[src/rtl/mdu_pkg.sv]
// mdu_pkg: shared definitions for the sequential multiply/divide unit.
//   - MduDataWidth : default operand/result width
//   - op_e         : RV32M funct3 operation encodings
//   - St*          : FSM state encodings
//   - op_*_signed  : which operands an op treats as two's complement
// Optional feature macro: MDU_DIV_EN (divider path; see mdu_seq).
package mdu_pkg;

  localparam int unsigned MduDataWidth = 32;

  typedef enum logic [2:0] {
    OpMul    = 3'b000,
    OpMulh   = 3'b001,
    OpMulhsu = 3'b010,
    OpMulhu  = 3'b011,
    OpDiv    = 3'b100,
    OpDivu   = 3'b101,
    OpRem    = 3'b110,
    OpRemu   = 3'b111
  } op_e;

  // FSM state encodings, kept as plain constants for legacy compatibility.
  typedef logic [2:0] state_t;
  localparam state_t StIdle  = 3'd0;
  localparam state_t StPrep  = 3'd1;
  localparam state_t StCalc  = 3'd2;
  localparam state_t StFixup = 3'd3;
  localparam state_t StDone  = 3'd4;

  function automatic logic op_a_signed(op_e o);
    return o inside {OpMulh, OpMulhsu, OpDiv, OpRem};
  endfunction

  function automatic logic op_b_signed(op_e o);
    return o inside {OpMulh, OpDiv, OpRem};
  endfunction

endpackage

[src/rtl/mdu_shift_unit.sv]
// mdu_shift_unit: combined {hi, lo} shift register with a shared adder/subtractor.
// Multiply: lo holds the multiplier, hi accumulates; one shift-add per step.
// Divide (only with MDU_DIV_EN): lo holds the dividend and collects quotient bits,
// hi holds the partial remainder; one restoring shift-subtract per step.
// Ports:
//   clk, rst_n   : clock, asynchronous active-low reset
//   load         : load magnitudes (mag_a, mag_b) and clear the accumulator
//   step         : perform one iteration
//   is_div       : operation kind sampled on load
//   mag_a, mag_b : unsigned operand magnitudes
//   hi, lo       : high/low halves (product, or remainder/quotient)
module mdu_shift_unit #(
  parameter int unsigned DATA_WIDTH = 32
) (
  input  logic                  clk,
  input  logic                  rst_n,
  input  logic                  load,
  input  logic                  step,
  input  logic                  is_div,
  input  logic [DATA_WIDTH-1:0] mag_a,
  input  logic [DATA_WIDTH-1:0] mag_b,
  output logic [DATA_WIDTH-1:0] hi,
  output logic [DATA_WIDTH-1:0] lo
);

  logic [DATA_WIDTH-1:0] hi_q, hi_d, lo_q, lo_d, addend_q, addend_d;
  logic [DATA_WIDTH:0]   sum;

`ifdef MDU_DIV_EN
  logic                is_div_q, is_div_d;
  logic [DATA_WIDTH:0] shifted, diff;
`else
  logic unused_is_div;
  assign unused_is_div = is_div;
`endif

  always_comb begin
    hi_d     = hi_q;
    lo_d     = lo_q;
    addend_d = addend_q;
    sum      = {1'b0, hi_q} + (lo_q[0] ? {1'b0, addend_q} : '0);
`ifdef MDU_DIV_EN
    is_div_d = is_div_q;
    shifted  = {hi_q, lo_q[DATA_WIDTH-1]};
    diff     = shifted - {1'b0, addend_q};
    if (load) begin
      is_div_d = is_div;
      hi_d     = '0;
      lo_d     = is_div ? mag_a : mag_b;
      addend_d = is_div ? mag_b : mag_a;
    end else if (step) begin
      if (is_div_q) begin
        // Restore (keep shifted value) when the trial subtraction went negative.
        hi_d = diff[DATA_WIDTH] ? shifted[DATA_WIDTH-1:0] : diff[DATA_WIDTH-1:0];
        lo_d = {lo_q[DATA_WIDTH-2:0], ~diff[DATA_WIDTH]};
      end else begin
        hi_d = sum[DATA_WIDTH:1];
        lo_d = {sum[0], lo_q[DATA_WIDTH-1:1]};
      end
    end
`else
    if (load) begin
      hi_d     = '0;
      lo_d     = mag_b;
      addend_d = mag_a;
    end else if (step) begin
      hi_d = sum[DATA_WIDTH:1];
      lo_d = {sum[0], lo_q[DATA_WIDTH-1:1]};
    end
`endif
  end

  always_ff @(posedge clk or negedge rst_n) begin
    if (!rst_n) begin
      hi_q     <= '0;
      lo_q     <= '0;
      addend_q <= '0;
`ifdef MDU_DIV_EN
      is_div_q <= 1'b0;
`endif
    end else begin
      hi_q     <= hi_d;
      lo_q     <= lo_d;
      addend_q <= addend_d;
`ifdef MDU_DIV_EN
      is_div_q <= is_div_d;
`endif
    end
  end

  assign hi = hi_q;
  assign lo = lo_q;

endmodule

[src/rtl/mdu_seq.sv]
// mdu_seq: sequential RV32M multiply/divide unit (one result bit per cycle).
// Define MDU_DIV_EN to build the divider; otherwise divide ops report illegal.
// Ports:
//   clk, rst_n        : clock, asynchronous active-low reset
//   start, op         : request and funct3 operation (sampled only when ready)
//   op_a, op_b        : rs1 / rs2 operands
//   ready, busy       : idle indication and its complement (execute-stage stall)
//   done              : one-cycle result-valid pulse
//   result            : result, held until the next done
//   illegal           : pulses with done for an unsupported op
module mdu_seq import mdu_pkg::*; #(
  parameter int unsigned DATA_WIDTH = MduDataWidth
) (
  input  logic                  clk,
  input  logic                  rst_n,
  input  logic                  start,
  input  logic [2:0]            op,
  input  logic [DATA_WIDTH-1:0] op_a,
  input  logic [DATA_WIDTH-1:0] op_b,
  output logic                  ready,
  output logic                  busy,
  output logic                  done,
  output logic [DATA_WIDTH-1:0] result,
  output logic                  illegal
);

  localparam int unsigned CntW  = $clog2(DATA_WIDTH) + 1;
  localparam int unsigned ProdW = 2 * DATA_WIDTH;

  state_t                state_q, state_d;
  op_e                   op_q, op_d;
  logic [DATA_WIDTH-1:0] a_q, a_d, b_q, b_d;
  logic [CntW-1:0]       cnt_q, cnt_d;
  logic                  neg_q, neg_d;
  logic [DATA_WIDTH-1:0] result_q, result_d;
  logic                  illegal_q, illegal_d;
`ifdef MDU_DIV_EN
  logic                  div0_q, div0_d;
`endif

  logic                  a_neg, b_neg, op_illegal, load, step;
  logic [DATA_WIDTH-1:0] mag_a, mag_b, hi, lo, fix_result;
  logic [ProdW-1:0]      prod, prod_fix;

  // Magnitudes of the latched operands, consumed by the shift unit in PREP.
  always_comb begin
    a_neg = op_a_signed(op_q) & a_q[DATA_WIDTH-1];
    b_neg = op_b_signed(op_q) & b_q[DATA_WIDTH-1];
    mag_a = a_neg ? -a_q : a_q;
    mag_b = b_neg ? -b_q : b_q;
  end

`ifdef MDU_DIV_EN
  assign op_illegal = 1'b0;
`else
  assign op_illegal = op_q[2];
`endif

  mdu_shift_unit #(
    .DATA_WIDTH(DATA_WIDTH)
  ) u_shift (
    .clk    (clk),
    .rst_n  (rst_n),
    .load   (load),
    .step   (step),
    .is_div (op_q[2]),
    .mag_a  (mag_a),
    .mag_b  (mag_b),
    .hi     (hi),
    .lo     (lo)
  );

  // Sign correction and word select.
  always_comb begin
    prod       = {hi, lo};
    prod_fix   = neg_q ? -prod : prod;
    fix_result = '0;
    case (op_q)
      OpMul:                     fix_result = prod_fix[DATA_WIDTH-1:0];
      OpMulh, OpMulhsu, OpMulhu: fix_result = prod_fix[ProdW-1:DATA_WIDTH];
`ifdef MDU_DIV_EN
      OpDiv, OpDivu:             fix_result = div0_q ? '1 : (neg_q ? -lo : lo);
      OpRem, OpRemu:             fix_result = div0_q ? a_q : (neg_q ? -hi : hi);
`endif
      default:                   fix_result = '0;
    endcase
  end

  always_comb begin
    state_d   = state_q;
    op_d      = op_q;
    a_d       = a_q;
    b_d       = b_q;
    cnt_d     = cnt_q;
    neg_d     = neg_q;
    result_d  = result_q;
    illegal_d = illegal_q;
    load      = 1'b0;
    step      = 1'b0;
`ifdef MDU_DIV_EN
    div0_d    = div0_q;
`endif
    unique case (state_q)
      StIdle: begin
        if (start) begin
          op_d = op_e'(op);
          a_d  = op_a;
          b_d  = op_b;
`ifdef MDU_DIV_EN
          state_d = StPrep;
`else
          // Unsupported ops skip the datapath; FIXUP forces result 0 and illegal.
          state_d = op[2] ? StFixup : StPrep;
`endif
        end
      end
      StPrep: begin
        load    = 1'b1;
        cnt_d   = '0;
        // The remainder follows the dividend's sign; everything else is a xor b.
        neg_d   = (op_q inside {OpRem, OpRemu}) ? a_neg : (a_neg ^ b_neg);
`ifdef MDU_DIV_EN
        div0_d  = (b_q == '0);
`endif
        state_d = StCalc;
      end
      StCalc: begin
        step  = 1'b1;
        cnt_d = cnt_q + CntW'(1);
        if (cnt_q == CntW'(DATA_WIDTH - 1)) state_d = StFixup;
      end
      StFixup: begin
        result_d  = op_illegal ? '0 : fix_result;
        illegal_d = op_illegal;
        state_d   = StDone;
      end
      StDone: begin
        illegal_d = 1'b0;
        state_d   = StIdle;
      end
      default: state_d = StIdle;
    endcase
  end

  always_ff @(posedge clk or negedge rst_n) begin
    if (!rst_n) begin
      state_q   <= StIdle;
      op_q      <= OpMul;
      a_q       <= '0;
      b_q       <= '0;
      cnt_q     <= '0;
      neg_q     <= 1'b0;
      result_q  <= '0;
      illegal_q <= 1'b0;
`ifdef MDU_DIV_EN
      div0_q    <= 1'b0;
`endif
    end else begin
      state_q   <= state_d;
      op_q      <= op_d;
      a_q       <= a_d;
      b_q       <= b_d;
      cnt_q     <= cnt_d;
      neg_q     <= neg_d;
      result_q  <= result_d;
      illegal_q <= illegal_d;
`ifdef MDU_DIV_EN
      div0_q    <= div0_d;
`endif
    end
  end

  assign ready   = (state_q == StIdle);
  assign busy    = ~ready;
  assign done    = (state_q == StDone);
  assign result  = result_q;
  assign illegal = illegal_q;

endmodule

[config.mk]
export PLATFORM = sky130hd
export DESIGN_NAME = mdu_seq
export DESIGN_NICKNAME = d
export VERILOG_FILES = /design/src/rtl/mdu_pkg.sv /design/src/rtl/mdu_shift_unit.sv /design/src/rtl/mdu_seq.sv
export SDC_FILE = /design/constraint.sdc
export NUM_CORES = 1
export LEC_CHECK = 0
export BUFFER_PORTS_ARGS = -buffer_cell sky130_fd_sc_hd__buf_2
export CAP_MARGIN = 20
export CELL_PAD_IN_SITES_DETAIL_PLACEMENT = 1
export CELL_PAD_IN_SITES_GLOBAL_PLACEMENT = 1
export CORE_MARGIN = 2
export CORE_UTILIZATION = 42
export DETAILED_ROUTE_END_ITERATION = 6
export PLACE_DENSITY_LB_ADDON = 0.1
export SYNTH_ARGS = -nofsm -noshare
export SYNTH_HDL_FRONTEND = slang
export SYNTH_SLANG_ARGS = --single-unit
[constraint.sdc]
create_clock -name clk -period 3.2 [get_ports clk]
set_input_delay 0.32 -clock clk [delete_from_list [all_inputs] [get_ports clk]]
set_output_delay 0.32 -clock clk [all_outputs]
set_load 0.02 [all_outputs]
==> impl_summary.log <==
[metrics] cells after synthesis: 1368
[metrics] CTS buffer count: 26
[metrics] Final setup violation count: 0
[metrics] detailed-routing iteration count for the pre-antenna-repair pass: 5
[metrics] sequential area share after synthesis: 0.414
[metrics] complex-gate fraction of the synthesized area: 0.184
[metrics] die extent in y: 176 um
[metrics] cell type with the largest total area after synthesis: dfrtp_1
[metrics] mux share of post-synthesis cell area: 0.0567
[metrics] standard-cell row count: 63
[metrics] fin crit share: 0.962
[metrics] maximum net fanout on the critical path: 4
[metrics] commonest cells after routing, fill and taps aside: nand2_1, dfrtp_1, o21ai_0
[metrics] adder and majority gate portion of the synthesized area: 0.0378
[metrics] Worst Skew: 18.2 ps
[metrics] Most used DFF post-synth: dfrtp_1
[metrics] result of the run: finished clean
[metrics] starting DRC count in detailed routing: 702
[metrics] Total Negative Setup Slacks: 0 ps
[metrics] vias per cell: between 5 and 6
[metrics] clk root buf: clkbuf_16
[metrics] fraction of the mapped netlist area in simple logic gates: 0.173
[metrics] Area Overhead vs Synth: 19.9%
[metrics] source of the critical timing path: u_shift.lo[21]
[metrics] critical hold path startpoint: op_b[13]
[metrics] cell occurring most often along the worst timing path: or4_4
[metrics] final count of hold timing violations: 0
[metrics] Synth top area share: 0.414
[metrics] total via count in the routed design: approximately 11000
[metrics] sequential share of power: 0.335
[metrics] GRT Overall Usage: 0.251
[metrics] Yosys cell types: 63
[metrics] Post-synth ARST share: 1.00
[metrics] clock power share: 0.188
[metrics] count of warnings emitted by yosys: 0
[metrics] leading cell type in the layout, fill and taps excluded: nand2_1
[metrics] count of boundary I/O pins: roughly 110
[metrics] area of all placed cells without fillers: 14900 um2
[metrics] Synth Net Count: 1475
[metrics] initial antenna violation count: 0
[metrics] count of state elements after synthesis: a little over 200
[metrics] main combinational cell family by area after synthesis: compound AO/OA/AOI/OAI gates
[metrics] Arrival @ worst endpoint: between 3000 and 4000 ps
[metrics] list of cells traversed by the critical path: or4_4 > or4_4 > nor4_4 > nand2_1 > o21ai_0 > xnor2_1 > a221oi_1 > nor2_1
[metrics] Netlist Area Pre-Place: 12400 um2
[metrics] share of the core filled with cells in the final layout: 0.507
[metrics] switching power summed over all nets: around 7000 uW
[metrics] maximum root-to-sink buffer count: 3
[metrics] Critical-path top delay cell: or4_4
[metrics] pin count of the biggest net entering global routing: 81
[metrics] total number of H-tree levels: 1
[metrics] die area: just over 30000 um2
[metrics] syn_area_per_cell: roughly 9.1 um2
[metrics] worst path required time: approximately 3600 ps
[metrics] Residual DRC: 0
[metrics] Final Hold Slack: ~13 ps
[metrics] Slew @ Worst Pin: a little under 1000 ps
[metrics] Clock Latency Late Sink: 550 ps
[metrics] # Max-Cap Violations: 0
[metrics] clock period minus final worst setup slack: a little over 3000 ps
[metrics] relative max-transition margin: 0.335
[metrics] number of synthesized flops with an enable pin: 0
[metrics] Total Routed Length: between 30 and 40 mm
[metrics] Initial Util: 0.423
[metrics] global-route wire length before repair: slightly above 60 mm
[metrics] share of the synthesized netlist area taken by xor and xnor gates: 0.106
[metrics] # clock sinks: 206
[metrics] synth top area cells: dfrtp_1, nand2_1, xnor2_1, o21ai_0, mux2_2
[metrics] grt total ovfl: 0
[metrics] quantity of I/O buffers inserted on ports: approximately 110
[metrics] antenna violation net count after detailed routing: 0
[metrics] sw frac: 0.448
[metrics] number of nets at the end of the flow: about 1600
[metrics] CP Capture Type: register
[metrics] maximum clock frequency: around 330 MHz
[metrics] share of post-route cells with drive strength above 1: 0.192
[metrics] average wire length per cell after detail routing: approximately 20 um
[metrics] post-CTS clock slew at the launch and capture registers of the worst setup and hold paths: about 60 ps
[metrics] total internal power: about 8800 uW
[metrics] Buf/Inv on CP: 0
[metrics] static leakage: between 0.006 and 0.007 uW
[metrics] launching point of the worst reg2reg path: u_shift.lo[21]
[metrics] die width: 176 um
[metrics] PwrDens: 1060 nW/um2
[metrics] antenna diode count: 0
[metrics] crit path launch type: register
[metrics] DP Area: about 14000 um2
[metrics] kind of cell adding the most delay to the critical path: simple AND/OR/NAND/NOR gates
[metrics] category of the critical setup timing path: register to register
[metrics] standard cell core area: 29400 um2
[metrics] delay of the slowest cell on the worst path: approximately 560 ps
[metrics] Gate power share: 0.477
[metrics] worst vdd ir: around 0.0006 V
[metrics] number of global-route vias before repair: around 11000
[metrics] CTS tree: built
[metrics] number of slew-limit violations in the final report: 0
[metrics] detailed placement HPWL: approximately 29 mm
[metrics] path type of the worst min-delay path: input pin to register
[metrics] gp weighted congestion: 0.884
==> synthesized netlist by cell type, drive strengths merged, types with 2 or more instances <==
cell type	instances
nor3b	2
nand2	211
a31oi	36
o221ai	6
mux2	60
o21ai	138
buf	6
and3	7
or4	14
o31ai	38
nor2b	3
and2	34
a21o	12
a221oi	9
nor4	8
o21bai	5
o211ai	3
dfrtp	206
nand4	6
nor2	92
a21oi	50
nor3	26
clkbuf	60
o21a	9
nand3	15
or3	16
xnor2	81
ha	36
a211o	4
mux2i	3
nand2b	14
a22oi	16
inv	24
xor2	70
o2111ai	2
or2	6
o41ai	16
a211oi	8
or3b	2
nand3b	3
==> power by group through the flow <==
| stage | clock network (uW) | logic, uW | registers (uW) |
|---|---|---|---|
| 2_1_floorplan | 0 | 5180 | 4960 |
| 3_3_place_gp | 0 | 7240 | 5270 |
| 3_5_place_dp | 0 | 7470 | 5330 |
| 4_1_cts | 3050 | 7540 | 5300 |
| 5_1_grt | 3160 | 8390 | 5510 |
| 6_report | 2980 | 7570 | 5310 |
==> what timing repair did <==
action,CTS,global route
buffers inserted,0,6
gates resized for setup,0,14
hold buffers,30,0
endpoints found under the hold margin,105,0
endpoints found under the setup margin,0,13
==> layer usage <==
metal | vias up | GRT usage | part of all wire
met1 | 5283 | 0.378 | 0.50
met5 | - | 0 | 0
met4 | 0 | 0.0692 | 0.027
met3 | 56 | 0.0256 | 0.038
li1 | 5180 | - | -
met2 | 217 | 0.381 | 0.44
==> worst paths after layout <==
kind	slack, ps	end	cells after the start
hold reg to reg	470	u_shift.addend_q[22]	2
min in group asynchronous	380	result[17]	2
max in group asynchronous	1990	neg_q	3
hold / removal	10	b_q[13]	2
setup reg to reg	120	result[2]	8
setup / recovery	120	result[2]	8
==> worst register-to-register path: stages (launching register included) <==
cell	delay (ps)
dfrtp_2	440
or4_4	560
or4_4	540
nor4_4	350
nand2_1	200
o21ai_0	240
xnor2_1	90
a221oi_1	460
nor2_1	70
==> sequential cells by signal (all words and copies together), names as in the netlist <==
| signal | cells |
|---|---|
| a_q | 32 |
| b_q | 32 |
| result | 32 |
| u_shift.addend_q | 32 |
| u_shift.hi | 32 |
| u_shift.lo | 32 |
| cnt_q | 6 |
| op_q | 3 |
| state_q | 3 |
| illegal | 1 |
| neg_q | 1 |
==> final cells by class <==
cell class | count | area [um2]
multi-input cells | 1071 | 7010
clock buffers | 33 | 738
inverters | 25 | 93.8
flip-flops and latches | 206 | 5160
repair buffers | 186 | 1280
well taps | 390 | 488
fillers | 3394 | 14500
clock inverters | 15 | 141
==> kinds of logic after synthesis <==
| kind of cell | after synthesis |
|---|---|
| AOI/OAI and AO/OA | 360 |
| xor gates and xnor gates | 151 |
| adders and majority gates | 37 |
| buffers and inverters | 91 |
| DFF | 206 |
| muxes | 63 |
| and+or+nand+nor | 460 |
==> through the flow <==
| stage | cells | setup WS, ps | total power (uW) |
|---|---|---|---|
| after CTS | 1920 | 31.8 | 15900 |
| after global placement | 1842 | 99.9 | 12500 |
| after global routing | 1926 | -6.00 | 17100 |
| after floorplan | 1368 | 219 | 10100 |
| after detailed placement | 1842 | 31.7 | 12800 |
| final | 1926 | 123 | 15900 |
Note: power is estimated with default switching activity, not from simulation.
